**src/rtl/fifo_pump_if.sv**
```systemverilog
// fifo_pump_if: PipeOut (source) and PipeIn (destination) method bundles for fifo_pump
interface fifo_pump_if #(parameter int width = 32);
  logic             deq__ENA;
  logic             deq__RDY;
  logic [width-1:0] first;
  logic             first__RDY;
  modport master(output deq__ENA, input deq__RDY, first, first__RDY);
  modport slave(input deq__ENA, output deq__RDY, first, first__RDY);
endinterface

interface fifo_pump_dst_if #(parameter int width = 32);
  logic             enq__ENA;
  logic [width-1:0] enq_v;
  logic             enq__RDY;
  modport master(output enq__ENA, enq_v, input enq__RDY);
  modport slave(input enq__ENA, enq_v, output enq__RDY);
endinterface

```
**src/rtl/fifo_pump.sv**
```systemverilog
// fifo_pump: 2-entry skid buffer draining a PipeOut server into a PipeIn server; FIFO_PUMP_COUNT_EN adds xfer_count
module fifo_pump #(
  parameter int width = 32
) (
  input  logic                CLK,
  input  logic                nRST,
  input  logic                run,
  fifo_pump_if.master         src,
  fifo_pump_dst_if.master     dst,
  output logic [1:0]          count,
  output logic                busy
`ifdef FIFO_PUMP_COUNT_EN
  ,
  output logic [31:0]         xfer_count
`endif
);
  logic [width-1:0] head_q, head_d, tail_q, tail_d;
  logic [1:0]       count_q, count_d;
  logic             pull, push;
  assign pull = nRST && run && src.deq__RDY && src.first__RDY && (count_q != 2'd2);
  assign push = (count_q != 2'd0) && dst.enq__RDY;
  assign src.deq__ENA = pull;
  assign dst.enq__ENA = push;
  assign dst.enq_v    = (count_q != 2'd0) ? head_q : '0;
  assign count        = count_q;
  assign busy         = count_q != 2'd0;
  always_comb begin
    count_d = count_q + {1'b0, pull} - {1'b0, push};
    head_d  = (pull && (count_q == 2'd0 || push)) ? src.first : (push ? tail_q : head_q);
    tail_d  = (pull && !push && count_q == 2'd1) ? src.first : tail_q;
  end
  always_ff @(posedge CLK or negedge nRST) begin
    if (!nRST) begin
      head_q  <= '0;
      tail_q  <= '0;
      count_q <= '0;
    end else begin
      head_q  <= head_d;
      tail_q  <= tail_d;
      count_q <= count_d;
    end
  end
`ifdef FIFO_PUMP_COUNT_EN
  logic [31:0] xfer_q;
  assign xfer_count = xfer_q;
  always_ff @(posedge CLK or negedge nRST) begin
    if (!nRST) xfer_q <= '0;
    else if (push) xfer_q <= xfer_q + 32'd1;
  end
`endif
endmodule

```
**src/flat_wrapper.sv**
```systemverilog
// flat-port wrapper written by rule: the top's interface ports become plain ports
module fifo_pump_flat 
#(
  parameter int width = 32
)
  (CLK, nRST, run, count, busy, src_deq__ENA, src_deq__RDY, src_first, src_first__RDY, dst_enq__ENA, dst_enq_v, dst_enq__RDY);
  fifo_pump_if #(.width(width)) src_i ();
  fifo_pump_dst_if #(.width(width)) dst_i ();
  input  logic CLK;
  input  logic nRST;
  input  logic run;
  output logic [1:0] count;
  output logic busy;
  output wire logic [$bits(src_i.deq__ENA)-1:0] src_deq__ENA;
  input wire logic [$bits(src_i.deq__RDY)-1:0] src_deq__RDY;
  input wire logic [$bits(src_i.first)-1:0] src_first;
  input wire logic [$bits(src_i.first__RDY)-1:0] src_first__RDY;
  output wire logic [$bits(dst_i.enq__ENA)-1:0] dst_enq__ENA;
  output wire logic [$bits(dst_i.enq_v)-1:0] dst_enq_v;
  input wire logic [$bits(dst_i.enq__RDY)-1:0] dst_enq__RDY;
  assign src_deq__ENA = src_i.deq__ENA;
  assign src_i.deq__RDY = src_deq__RDY;
  assign src_i.first = src_first;
  assign src_i.first__RDY = src_first__RDY;
  assign dst_enq__ENA = dst_i.enq__ENA;
  assign dst_enq_v = dst_i.enq_v;
  assign dst_i.enq__RDY = dst_enq__RDY;
  fifo_pump #(.width(width)) u_core (.CLK(CLK), .nRST(nRST), .run(run), .src(src_i), .dst(dst_i), .count(count), .busy(busy));
endmodule
```
**config.mk**
```make
export PLATFORM = sky130hd
export DESIGN_NAME = fifo_pump_flat
export DESIGN_NICKNAME = d
export VERILOG_FILES = /design/src/rtl/fifo_pump_if.sv /design/src/rtl/fifo_pump.sv /design/src/flat_wrapper.sv
export SDC_FILE = /design/constraint.sdc
export NUM_CORES = 1
export LEC_CHECK = 0
export CAP_MARGIN = 20
export CORE_UTILIZATION = 45
export CTS_CLUSTER_SIZE = 28
export DETAILED_ROUTE_END_ITERATION = 10
export PLACE_DENSITY = 0.73
export SKIP_LAST_GASP = 1
export SYNTH_ARGS = -nofsm -noshare
export SYNTH_HDL_FRONTEND = slang
export SYNTH_SLANG_ARGS = --single-unit
```
**constraint.sdc**
```tcl
create_clock -name CLK -period 1.85 [get_ports CLK]
set_clock_uncertainty 0.15 [all_clocks]
set_input_delay 0.37 -clock CLK [delete_from_list [all_inputs] [get_ports CLK]]
set_output_delay 0.37 -clock CLK [all_outputs]
set_load 0.01 [all_outputs]
```
Yosys cells after proc, flatten, opt, wreduce, memory -nomap -nowiden
Index checks and enable logic that the tools add are counted.
{ "word_totals": {"ff_bits": 66, "out_inout_bits": 37, "elab_cells": 23} }
{ "classes": {"add_sub_neg": 2, "n_eq_ne": 2, "muxes": 3, "reduce_logical": 13} }
{ "op_table": {"columns": ["cell", "count"], "rows": [
  ["$mux 32", 3],
  ["$logic_and 1x1->1", 8],
  ["$reduce_bool 2->1", 2],
  ["$add 2x1->2", 1],
  ["$eq 2x1->1 const B", 1],
  ["$logic_not 2->1", 1],
  ["$ne 2x2->1 const B", 1],
  ["$sub 2x1->2", 1],
  ["$logic_not 1->1", 1],
  ["$logic_or 1x1->1", 1]
]} }

Longest topological paths before layout
{ "depth": {"word_depth": 6, "ltp_mapped": 8, "depth_no_buf": 7} }

Worst setup path after synthesis
No wires, ideal clock.
{ "synth_timing": {"path_type": "register -> register", "start": "register u_core.count_q[0] (netlist: u_core.count[0])", "end": "register u_core.count_q[1] (netlist: u_core.count[1])", "setup_time_ps": 94, "arrival_time_ps": 1916, "required_ps": 1606, "slack_ps": -310, "path_stages_with_launch": 9, "synth_period_minus_slack_ps": 2160, "path_cell_list": "dfrtp_1 o21a_1 buf_6 buf_2 xor2_1 ha_1 and2_1 a32o_1 a211oi_1"} }
{ "synth_between": {"elab_cells_between_ends": 6, "classes_between": "add/sub: 2; eq/ne: 1; reduce/logical: 3"} }
{ "synth_rtl": {"columns": ["item", "line", "source"], "rows": [
  ["start, declared", "fifo_pump.sv:18", "logic [1:0] count_q, count_d;"],
  ["start signal, assigned", "fifo_pump.sv:40", "count_q <= count_d;"],
  ["$reduce_bool 2->1", "fifo_pump.sv:21", "assign push = (count_q != 2'd0) && dst.enq__RDY;"],
  ["$logic_and 1x1->1", "fifo_pump.sv:21", null],
  ["via dst_enq__ENA", "flat_wrapper.sv:18", "output wire logic [$bits(dst_i.enq__ENA)-1:0] dst_enq__ENA;"],
  ["$sub 2x1->2", "fifo_pump.sv:28", "count_d = count_q + {1'b0, pull} - {1'b0, push};"],
  ["via u_core.count_d[1]", "fifo_pump.sv:18", null]
]} }
The timed path passes the listed nets, and every way through them passes these cells.
A chain may end at the register's enable or synchronous reset.

Worst setup path in the final report
{ "layout_timing": {"start": "register u_core.count_q[1] (netlist: u_core.count[1])", "end": "output port dst_enq_v[31]"} }
{ "layout_between": {"elab_chain_cells": 2} }
{ "layout_lines": {"columns": ["item", "line", "source"], "rows": [
  ["$reduce_bool 2->1", "fifo_pump.sv:24", "assign dst.enq_v = (count_q != 2'd0) ? head_q : '0;"],
  ["$mux 32", "fifo_pump.sv:24", null],
  ["end, declared", "flat_wrapper.sv:19", "output wire logic [$bits(dst_i.enq_v)-1:0] dst_enq_v;"]
]} }
Every way passes these cells.

==> impl_metrics.toml <==
[status]
status = "finished with violations"
violations = "negative setup slack"

[worst_setup_path]
crit_arrival_ns = 1.48
ff2ff_path_depth = 7
cp.required_ns = 1.33
crit_type = "reg2out"
r2r-end = "u_core.count[1]"
ff2ff_setup_slack_ns = -0.10
end_kind = "output port"
critPathMaxFanout = 6
worstReg2RegStart = "u_core.count[0]"
cp-start-kind = "register"

[floorplanning]
die_x_microns = 85.38
start_util_pct = 46.30
ios = 75
core_sq_um = 6756
placementRows = 30
die_h_microns = 85.38
die_area_sq_um = 7289

[sta]
slew_headroom_pct = 44.35
setup_violations = 94
fin_crit_ns = 1.996
finalCritPeriodShare_pct = 107.9
timing.fmax_mhz = 501.0
rsz0062_at_grt = "true"
setup_ws_ns = -0.1461
hold_viol = 0
worst_pin_slew_ns = 0.8348
totalNegativeSetupSlack_ns = -5.977
slew_violations = 0

[cells_and_area]
multi_input_area_sq_um = 1414
area_delta_synth_final_pct = 59.12
mostFrequentLayoutCell = "dfrtp_1"
drive_above_1_share_pct = 46.78
fin_util_pct = 73.67
nets = 438
nFillCells = 456
seq_area_sq_um = 1654
n_antenna_cell = 0
layout_common_cells = "64 x dfrtp_1, 33 x inv_1, 33 x clkdlybuf4s50_1, 33 x buf_4"

[route]
route.detailed.drc = 0
final_antenna_net_count = 0
wire_per_inst_microns = 20.24
num_vias = 2816
drt-initial-drc-count = 148
via_per_inst = 5.818
wirelength_mm = 9.798
drtPass1Iterations = 4

[logic_synthesis]
ys.warnings.count = 0
synth_fp_nets = 311
syn_area_sq_um = 3128
ys_ff_latch = 66
synth_top_area_share_pct = 52.80
ys_seq_area_share_pct = 52.80
synth_top_cell_by_area = "dfrtp_1"
synthesis.instances = 272
netlist_top_cells_area = "dfrtp_1 53%, mux2_2 12%, a221o_1 10%"
syn_avg_cell_area_sq_um = 11.50
synth.distinct_cells = 26

[cts]
clk_path_buf_depth = 2
cts_root_buf = "clkbuf_8"
holdBufCountCts = 0
cts_made_buffers = 9
htree_num_levels = 3
cts_tree = "done"
clk_latency_ns = 0.35
clkSinkCount = 66
path_clk_slew_ns = 0.07

[global_routing]
grt_pass1_wl_mm = 14.43
overflow = 0
grt_max_degree = 67
antenna_found_initial = 0
first_global_vias = 2848
gr-usage-all-layers_pct = 26.33

[placement]
place_ws_ns = -0.5644
place_congestion = 0.7779
dp_hpwl_mm = 4.637
portBuffers = 74

[min_path]
min_path_type = "in2async"

[job]
maxCapViolations = 0

[power]
p_per_area_nw_per_um2 = 1617
ir_drop_mv = 0.9643
p_leak_uw = 0.002352
-- state kept, by name (all words and copies together), names as in the netlist --
| signal | count |
|---|---|
| u_core.count | 2 |
| u_core.tail_q | 32 |
| u_core.head_q | 32 |
-- through the flow --
step,hold slack (ns),cells,cell area (sq um),power [uW]
final,0.08034,484,4977,8050
after global routing,0.1602,484,4977,8449
after CTS,0.1088,476,4737,7588
after detailed placement,0.3414,423,4014,5241
after global placement,0.3291,423,4014,5119
after floorplan,-0.07559,272,3139,4009
-- worst max-delay path by stage --
| stage | startpoint | endpoint | slack [ns] | cells after the start |
|---|---|---|---|---|
| finish | u_core.count[1] | dst_enq_v[31] | -0.15 | 5 |
| global placement | src_first__RDY | u_core.head_q[23] | -0.53 | 4 |
| global route | u_core.count[1] | dst_enq_v[31] | -0.19 | 5 |
| CTS | u_core.count[0] | dst_enq_v[20] | -0.14 | 6 |
| detailed placement | dst_enq__RDY | u_core.head_q[2] | -0.56 | 4 |
| floorplan | u_core.count[0] | u_core.count[1] | -0.21 | 8 |
-- power by group --
group / leakage, uW / internal (uW) / switching (uW)
logic: 0.00138 / 2300 / 1990
clock network: 0.000109 / 798 / 602
registers: 0.000867 / 2070 / 282
total: 0.00235 / 5170 / 2880
-- metal layers --
layer / track usage (%) / vias to the layer above / share of wire [%]
li1: - / 1246 / -
met1: 34.54 / 1439 / 42
met2: 42.52 / 118 / 49
met3: 7.685 / 13 / 7.4
met4: 8.030 / 0 / 1.5
met5: 0 / - / 0
-- layout make-up --
type                       instances  area share, %
clock inverter                     6          1.785
timing repair buffer             139          29.19
inverter                          34          2.614
tap                               80          2.011
sequential                        66          33.23
multi-input combinational        149          28.41
clock buffer                      10          2.765
-- what timing repair did --
item                                   in CTS  in global routing
setup buffers                              29                 16
setup endpoints to repair                  70                100
cloned                                      9                  4
gates resized for setup                   197                 57
endpoints found under the hold margin       0                  0
pin swaps                                   9                 14
-- cells in the mapped netlist, drive strengths merged --
library cell / count
nor2: 33
a311oi: 1
ha: 1
a221o: 32
clkbuf: 2
mux2: 32
a32o: 1
and2b: 1
nor2b: 1
buf: 22
and4: 1
a21oi: 2
xor2: 1
o21a: 1
inv: 34
nand4: 1
nand3b: 1
dfrtp: 66
a21boi: 1
nor3: 1
nand3: 1
a211oi: 33
and2: 1
nand2: 2
-- worst max-delay path, cell delays in order (launching register included) --
cell     delay [ns]
dfrtp_2        0.44
nor2_4         0.21
buf_6          0.16
buf_12         0.15
nor2_4         0.05
buf_6          0.12
-- kinds of logic (layout without fill, tap and decap cells) --
kind of cell | Yosys count | count (layout) | synth area share (%)
fa+ha+maj | 1 | 1 | 0.3999
simple gates | 43 | 43 | 6.000
flops | 66 | 66 | 52.80
compound gates | 71 | 72 | 19.92
mux | 32 | 32 | 11.52
xor+xnor | 1 | 1 | 0.2801
buf+inv | 58 | 189 | 9.080
No activity file was read; power rests on OpenSTA's default activity.
